===== src/rtl/remote_comm_pkg.sv =====
// rtl/remote_comm_pkg.sv - shared baud default and state encodings for remote_comm
package remote_comm_pkg;

  localparam int BAUD_DIV_DEFAULT = 2604;
  localparam int FRAME_BITS       = 10;

  typedef enum logic [1:0] {
    IDLE,
    HIGH_BYTE,
    LOW_BYTE
  } seq_state_t;

  typedef enum logic {
    TX_IDLE,
    TX_BUSY
  } tx_state_t;

  typedef enum logic {
    RX_IDLE,
    RX_BUSY
  } rx_state_t;

endpackage


===== src/rtl/uart.sv =====
// rtl/uart.sv - 8N1 byte transmitter and midpoint-sampling receiver
module uart
  import remote_comm_pkg::*;
#(
  parameter int BAUD_DIV = BAUD_DIV_DEFAULT
) (
  input  logic       clk,
  input  logic       rst,
  input  logic       trmt,
  input  logic [7:0] tx_data,
  output logic       tx_done,
  output logic       TX,
  input  logic       RX,
  input  logic       clr_rdy,
  output logic [7:0] rx_data,
  output logic       rdy
);

  localparam int            CW        = $clog2(BAUD_DIV + 1);
  localparam logic [CW-1:0] BIT_LAST  = CW'(BAUD_DIV - 1);
  localparam logic [CW-1:0] HALF_LAST = CW'(BAUD_DIV / 2 - 1);
  localparam logic [3:0]    STOP_IDX  = 4'(FRAME_BITS - 1);

  // ---------------- transmitter ----------------
  tx_state_t     tx_state, tx_state_nxt;
  logic [9:0]    tx_shift;
  logic [CW-1:0] tx_baud;
  logic [3:0]    tx_bit;
  logic          tx_bit_end;
  logic          tx_load;

  assign tx_bit_end = (tx_state == TX_BUSY) && (tx_baud == BIT_LAST);
  assign tx_done    = tx_bit_end && (tx_bit == STOP_IDX);
  // A new frame may be loaded on the last stop-bit cycle so frames abut with no idle gap.
  assign tx_load    = trmt && ((tx_state == TX_IDLE) || tx_done);

  always_comb begin
    tx_state_nxt = tx_state;
    if (tx_load) begin
      tx_state_nxt = TX_BUSY;
    end else if (tx_done) begin
      tx_state_nxt = TX_IDLE;
    end
  end

  always_ff @(posedge clk or posedge rst) begin
    if (rst) begin
      tx_state <= TX_IDLE;
      tx_shift <= '1;
      tx_baud  <= '0;
      tx_bit   <= '0;
    end else begin
      tx_state <= tx_state_nxt;
      if (tx_load) begin
        tx_shift <= {1'b1, tx_data, 1'b0};
        tx_baud  <= '0;
        tx_bit   <= '0;
      end else if (tx_done) begin
        tx_shift <= '1;
        tx_baud  <= '0;
        tx_bit   <= '0;
      end else if (tx_bit_end) begin
        tx_shift <= {1'b1, tx_shift[9:1]};
        tx_baud  <= '0;
        tx_bit   <= tx_bit + 4'd1;
      end else if (tx_state == TX_BUSY) begin
        tx_baud <= tx_baud + CW'(1);
      end
    end
  end

  assign TX = tx_shift[0];

  // ---------------- receiver ----------------
  rx_state_t     rx_state, rx_state_nxt;
  logic          rx_meta, rx_sync, rx_prev;
  logic [CW-1:0] rx_baud;
  logic [3:0]    rx_bit;
  logic [7:0]    rx_shift;
  logic          rx_start;
  logic          rx_sample;

  assign rx_start  = (rx_state == RX_IDLE) && rx_prev && !rx_sync;
  assign rx_sample = (rx_state == RX_BUSY) && (rx_baud == '0);

  always_comb begin
    rx_state_nxt = rx_state;
    if (rx_start) begin
      rx_state_nxt = RX_BUSY;
    end else if (rx_sample && (rx_bit == STOP_IDX)) begin
      rx_state_nxt = RX_IDLE;
    end
  end

  // Sample 0 is the start bit, 1..8 are data, 9 is the (unchecked) stop bit.
  always_ff @(posedge clk or posedge rst) begin
    if (rst) begin
      rx_meta  <= 1'b1;
      rx_sync  <= 1'b1;
      rx_prev  <= 1'b1;
      rx_state <= RX_IDLE;
      rx_baud  <= '0;
      rx_bit   <= '0;
      rx_shift <= '0;
      rx_data  <= '0;
      rdy      <= 1'b0;
    end else begin
      rx_meta  <= RX;
      rx_sync  <= rx_meta;
      rx_prev  <= rx_sync;
      rx_state <= rx_state_nxt;

      if (rx_start) begin
        rx_baud <= HALF_LAST;
        rx_bit  <= '0;
      end else if (rx_sample) begin
        rx_baud <= BIT_LAST;
        rx_bit  <= rx_bit + 4'd1;
        if ((rx_bit != 4'd0) && (rx_bit != STOP_IDX)) begin
          rx_shift <= {rx_sync, rx_shift[7:1]};
        end
      end else if (rx_state == RX_BUSY) begin
        rx_baud <= rx_baud - CW'(1);
      end

      if (rx_sample && (rx_bit == STOP_IDX)) begin
        rx_data <= rx_shift;
        rdy     <= 1'b1;
      end else if (rx_start || clr_rdy) begin
        rdy <= 1'b0;
      end
    end
  end

endmodule


===== src/rtl/remote_comm.sv =====
// rtl/remote_comm.sv - two-byte command sender and response byte receiver over UART
module remote_comm
  import remote_comm_pkg::*;
#(
  parameter int BAUD_DIV = BAUD_DIV_DEFAULT
) (
  input  logic        clk,
  input  logic        rst,
  input  logic [15:0] cmd,
  input  logic        send_cmd,
  output logic        cmd_sent,
  output logic        TX,
  input  logic        RX,
  output logic [7:0]  resp,
  output logic        resp_rdy
);

  seq_state_t state, state_nxt;
  logic [7:0] cmd_low;
  logic       accept;
  logic       trmt;
  logic [7:0] tx_data;
  logic       tx_done;

  assign accept = (state == IDLE) && send_cmd;

  // The high byte goes straight from cmd so the start bit can begin the cycle after accept.
  always_comb begin
    state_nxt = state;
    trmt      = 1'b0;
    tx_data   = cmd_low;
    case (state)
      IDLE: begin
        if (send_cmd) begin
          trmt      = 1'b1;
          tx_data   = cmd[15:8];
          state_nxt = HIGH_BYTE;
        end
      end
      HIGH_BYTE: begin
        if (tx_done) begin
          trmt      = 1'b1;
          state_nxt = LOW_BYTE;
        end
      end
      LOW_BYTE: begin
        if (tx_done) begin
          state_nxt = IDLE;
        end
      end
      default: state_nxt = IDLE;
    endcase
  end

  always_ff @(posedge clk or posedge rst) begin
    if (rst) begin
      state    <= IDLE;
      cmd_low  <= '0;
      cmd_sent <= 1'b0;
    end else begin
      state <= state_nxt;
      if (accept) begin
        cmd_low  <= cmd[7:0];
        cmd_sent <= 1'b0;
      end else if ((state == LOW_BYTE) && tx_done) begin
        cmd_sent <= 1'b1;
      end
    end
  end

  uart #(
    .BAUD_DIV(BAUD_DIV)
  ) u_uart (
    .clk    (clk),
    .rst    (rst),
    .trmt   (trmt),
    .tx_data(tx_data),
    .tx_done(tx_done),
    .TX     (TX),
    .RX     (RX),
    .clr_rdy(accept),
    .rx_data(resp),
    .rdy    (resp_rdy)
  );

endmodule


===== config.mk =====
export PLATFORM = sky130hd
export DESIGN_NAME = remote_comm
export DESIGN_NICKNAME = d
export VERILOG_FILES = /design/src/rtl/remote_comm_pkg.sv /design/src/rtl/uart.sv /design/src/rtl/remote_comm.sv
export SDC_FILE = /design/constraint.sdc
export NUM_CORES = 1
export LEC_CHECK = 0
export ABC_AREA = 1
export CORE_MARGIN = 4
export CORE_UTILIZATION = 55
export CTS_BUF_LIST = sky130_fd_sc_hd__clkbuf_4 sky130_fd_sc_hd__clkbuf_8
export DETAILED_ROUTE_END_ITERATION = 16
export PLACE_DENSITY = 0.77
export SLEW_MARGIN = 20
export SYNTH_ARGS = -nofsm -noshare
export SYNTH_HDL_FRONTEND = slang
export SYNTH_HIERARCHICAL = 1
export SYNTH_SLANG_ARGS = --single-unit

===== constraint.sdc =====
create_clock -name clk -period 5.8 [get_ports clk]
set_clock_uncertainty 0.2 [all_clocks]
set_input_delay 0.87 -clock clk [delete_from_list [all_inputs] [get_ports clk]]
set_output_delay 0.87 -clock clk [all_outputs]
set_load 0.01 [all_outputs]

Word-level counts from Yosys, hierarchy flattened
Index checks and enable logic that the tools add are counted.
{ "word_totals": {"output_inout_bits": 11, "inputBits": 20, "regBits": 75, "elab_cells": 90} }
{ "op_classes": {"bitwise": 3, "mux": 32, "reduce_logical": 26, "eq_ne": 9, "addsub": 4} }
{ "op_table": {"columns": ["cell", "count"], "rows": [
  ["$mux W12", 7],
  ["$mux W10", 3],
  ["$mux W4", 5],
  ["$mux W8", 2],
  ["$add A12 B1 Y12 const B", 1],
  ["$eq A12 B12 Y1 const B", 1],
  ["$logic_not A12 Y1", 1],
  ["$sub A12 B1 Y12 const B", 1],
  ["$logic_and A1 B1 Y1", 10],
  ["$mux W1", 10],
  ["$reduce_bool A2 Y1", 5],
  ["$add A4 B1 Y4 const B", 2],
  ["$eq A4 B4 Y1 const B", 2],
  ["$reduce_bool A4 Y1", 2],
  ["$mux W2", 3],
  ["$ne A2 B2 Y1 const B", 3],
  ["$pmux W2 S3", 1],
  ["$reduce_and A3 Y1", 2],
  ["$reduce_bool A3 Y1", 2],
  ["$ne A4 B4 Y1 const B", 1],
  ["$not A1 Y1", 3],
  ["$eq A2 B1 Y1 const B", 1],
  ["$eq A2 B2 Y1 const B", 1],
  ["$logic_not A2 Y1", 1],
  ["other kinds (3)", 4]
]} }

Depth between registers and ports, before layout
{ "depth": {"ltp_word": 7, "depth_mapped": 18, "ltp_nobuf": 17} }

Cells and area by module
Netlist, hierarchy kept.
{ "modules_own_cells": {"columns": ["mod", "seq_area_each_um2", "cells_per_inst", "n_inst", "area_per_inst_um2"], "rows": [
  ["uart", 1591.5, 401, 1, 3265.6],
  ["remote_comm", 275.3, 71, 1, 556.8]
]} }

Worst setup path after synthesis
Ideal clock, no wire load.
{ "synth_path": {"path_type": "input-to-reg", "from": "input send_cmd", "to": "register u_uart.tx_baud[11]", "cell_stages": 13, "setup_time_ps": 119, "t_arrival_ps": 2257, "setup_slack_ps": 3224, "t_required_ps": 5481, "n_path_buf": 4, "path_cell_list": "buf_2 > nand2_4 > buf_6 > nand2_1 > buf_4 > inv_2 > nor2_1 > clkinv_1 > nand2_4 > inv_2 > buf_2 > nand2_1 > nor2_1"} }
{ "synth_between": {"elab_chain_cells": 4, "elab_cells_between_ends": 5, "cone_classes": "mux: 3; reduce/logical: 2"} }
{ "synth_lines": {"columns": ["item", "line_no", "text"], "rows": [
  ["start, declared", "remote_comm.sv:10", "input logic send_cmd,"],
  ["$mux W1 *", "remote_comm.sv:34", "if (send_cmd) begin"],
  ["$pmux W1 S2 *", "remote_comm.sv:32", "case (state)"],
  ["via trmt", "remote_comm.sv:21", "logic trmt;"],
  ["$logic_and A1 B1 Y1 *", "uart.sv:35", "assign tx_load = trmt && ((tx_state == TX_IDLE) || tx_done);"],
  ["$reduce_bool A4 Y1 (no line) / $mux W12 (equally long branches)", null, null],
  ["end signal, assigned", "uart.sv:67", "tx_baud <= tx_baud + CW'(1);"],
  ["end, declared", "uart.sv:27", "logic [CW-1:0] tx_baud;"]
]} }
Mark *: on every way through the listed nets, which the timed path passes. The rest lies on a longest branch.
A chain may end at the register's enable or synchronous reset.

Worst setup path in the final report
{ "layout_path": {"from": "input send_cmd", "to": "register u_uart.tx_shift[0]"} }
{ "layout_between": {"elab_chain_cells": 4, "elab_cells_between_ends": 5, "cone_classes": "mux: 3; reduce/logical: 2"} }
{ "layout_lines": {"columns": ["item", "line_no", "text"], "rows": [
  ["$mux W1 *", "remote_comm.sv:34", null],
  ["$pmux W1 S2 *", "remote_comm.sv:32", null],
  ["via trmt", "remote_comm.sv:21", null],
  ["$logic_and A1 B1 Y1 *", "uart.sv:35", null],
  ["$reduce_bool A3 Y1 (no line) / $mux W10 (equally long branches)", null, null],
  ["end signal, assigned", "uart.sv:55", "tx_shift <= {1'b1, tx_data, 1'b0};"],
  ["end signal, assigned", "uart.sv:63", "tx_shift <= {1'b1, tx_shift[9:1]};"],
  ["end, declared", "uart.sv:26", "logic [9:0] tx_shift;"]
]} }
Marks and branches as above.

==> metrics <==
status=completed; CTS max path bufs=2; Distinct cells, synth=33; Synth area leader=dfrtp_1; pwr/cell area=289 mW/mm2; maximum VDD drop=0.188 mV; Mapped Avg Cell Area=8.10 um2; worst-path fanout max=19; worst path cell trace=clkdlybuf4s50_1 > nand2_4 > nand2_1 > inv_2 > nor2_1 > clkinv_1 > nand2_4 > inv_2 > nor2_1 > nand2_1 > nand2_1; most frequent CP cell=nand2_1; crit path max-delay cell type=clkdlybuf4s50_1; Post-synth EDFFs=0; DRT Wirelength=7440 um; Buffers on Ports=30; Hold Crit Class=flip-flop to flip-flop; vias in the first global route=2911; DP Wirelength=~5500 um; Vias/cell=~5.1; layout cells sized above 1=~13%; WL/cell=about 13 um; grt ovf=0; crit path capture type=flip-flop; CP arrival=3.33 ns; DRC viols=0; Post-DRT Antenna Nets=0; syn nets=500; GRT Total Usage=about a fifth; Hold-fix buffers, CTS=0; startpoint type of the worst setup path=primary input; CP max stage delay=around 0.85 ns; die area=0.00835 mm2; Clock Latency Late Sink=between 0.3 and 0.4 ns; drt initial violations=133; cells after synthesis=472; vias post-DR=between 3000 and 4000; fin cells=588; Crit Path Class=primary input to flip-flop; CP required=between 5 and 6 ns; slew margin rel.=47.0%; drt first pass iters=4; Worst Tran Pin Value=0.796 ns; Post-CTS Resized=0; Yosys warning count=6; max_cap viols=0; core outline area=0.00676 mm2; postcts setup bufs=0; Synth area leaders=dfrtp_1, nand2_1, dfstp_2; Final Cycle Share=55.6%; initial core utilization=56.6%; Post-Synthesis Cell Area=0.00382 mm2; Area Overhead vs Synth=13.8%; first-pass GRT wire length=13200 um; Ports=31; Final Hold Viols=0; Post-Place Cells=~570; Num CTS Buffers=9; Site Rows=30; Leak Pwr=2.22 nW; final setup fails=0; H-tree levels=3; GP Congestion=around 0.89; CTS tree=done; CTS root buf=clkbuf_8; Die W=91.4 um; # diodes=0; clk sinks=74; initial antenna violation count=0; flops & latches, synth=74; top cell type's share of synthesized area=between 40% and 50%; Clk pin slew, worst setup/hold paths=0.08 ns; Final #Nets=531; Final Max Tran Viols=0; sequential share of the synthesized area=48.8%; ys flop type=dfrtp_1; largest net degree at the start of global routing=64; Fmax achieved=0.310 GHz; unrepaired setup endpoints after global routing=false; die extent in y=91.4 um; Setup TNS Final=0 ns; crit path time final=3.23 ns; asr flop ratio synth=100%
flip-flops by register name, indices dropped and copies added (netlist names):
register and flops:
u_uart/rx_state 1, u_uart/rdy 1, u_uart/rx_sync 1, u_uart/rx_data 8, u_uart/tx_shift 9, u_uart/rx_baud 12
u_uart/rx_meta 1, u_uart/rx_bit 4, u_uart/tx_state 1, u_uart/rx_prev 1, u_uart/tx_baud 12, u_uart/tx_bit 4
cmd_sent 1, u_uart/rx_shift 8, state 2, cmd_low 8
power by group:
part	leakage [nW]	internal, mW	switching (mW)	total [mW]
Clock	0.103	0.207	0.211	0.418
Sequential	0.937	0.561	0.0490	0.610
Combinational	1.18	0.0931	0.138	0.231
metrics by stage:
stage          instance area (um2)  setup slack, ns  power (mW)  hold WS [ns]  util (%)
2_1_floorplan                 3820             3.18       0.790         0.145         -
3_3_place_gp                  4140             2.37       0.839         0.147      61.3
3_5_place_dp                  4140             2.23       0.852         0.147      61.3
4_1_cts                       4350             2.61        1.28         0.158      64.4
5_1_grt                       4350             2.34        1.34         0.162      64.4
6_report                      4350             2.57        1.26         0.157      64.4
worst paths after layout:
check                             startpoint  depth (start not counted)  slack (ns)                  to
setup / recovery                    send_cmd                         11        2.57  u_uart/tx_shift[0]
hold / removal                u_uart/rx_meta                          0        0.16      u_uart/rx_sync
setup reg to reg           u_uart/tx_baud[4]                         15        2.72  u_uart/tx_shift[0]
hold reg to reg               u_uart/rx_meta                          0        0.16      u_uart/rx_sync
max in group asynchronous                rst                          3        4.00  u_uart/rx_shift[7]
min in group asynchronous                rst                          2        0.65          cmd_low[5]
layer usage:
| layer | vias up | part of all wire [%] | global-route usage (%) |
|---|---|---|---|
| met5 | - | 0 | 0 |
| met4 | 0 | 0.65 | 5.28 |
| met3 | 7 | 4.1 | 6.38 |
| met2 | 43 | 50 | 31.6 |
| met1 | 1432 | 45 | 25.4 |
| li1 | 1539 | - | - |
cells by family after synthesis:
logic type | after synthesis | synth area share (%)
xor gates and xnor gates | 9 | 2.06
buffers and inverters | 80 | 9.07
AOI/OAI and AO/OA | 48 | 7.40
and+or+nand+nor | 253 | 30.0
adders and majority gates | 8 | 2.62
DFF | 74 | 48.8
critical path: cells and delay by family:
family,cells,cell delay (ns)
simple gates,7,1.15
buf+inv,4,1.31
cell type report:
| cell class | count | area, um2 |
|---|---|---|
| inverter | 69 | 259 |
| timing repair buffer | 31 | 308 |
| tap | 80 | 100 |
| sequential | 74 | 1870 |
| clock buffer | 9 | 124 |
| clock inverter | 7 | 83.8 |
| fill | 577 | 2410 |
| multi-input combinational | 318 | 1610 |
synth_stat cells (2+ instances only):
cell	n
nor3_1	10
inv_2	10
xnor2_1	3
nand3_2	3
buf_2	4
nor2_2	4
nand2_4	3
nand2_2	4
buf_6	3
nand3_1	45
nor2_4	4
nand3b_1	8
o21ai_0	13
dfstp_2	12
nor2_1	30
inv_1	58
o21ai_2	9
xor2_1	6
a21oi_1	11
o211ai_1	2
buf_4	2
o21ai_1	10
o22ai_1	2
ha_1	8
dfrtp_1	62
nand2_1	139
placed cells by master, fill, tap and decap left out, types with 4 or more instances in the layout:
master	instances
o21ai_2	9
a21oi_1	11
nand3_1	45
dfrtp_1	62
nor2_2	4
clkbuf_8	9
dfstp_2	12
nor2_4	4
nor3_1	10
xor2_1	6
nor2_1	30
nand3b_1	8
nand2_2	4
clkdlybuf4s50_1	30
ha_1	8
nand2_1	139
o21ai_0	13
o21ai_1	10
inv_1	57
inv_2	11
Note: power is estimated with default switching activity, not from simulation.
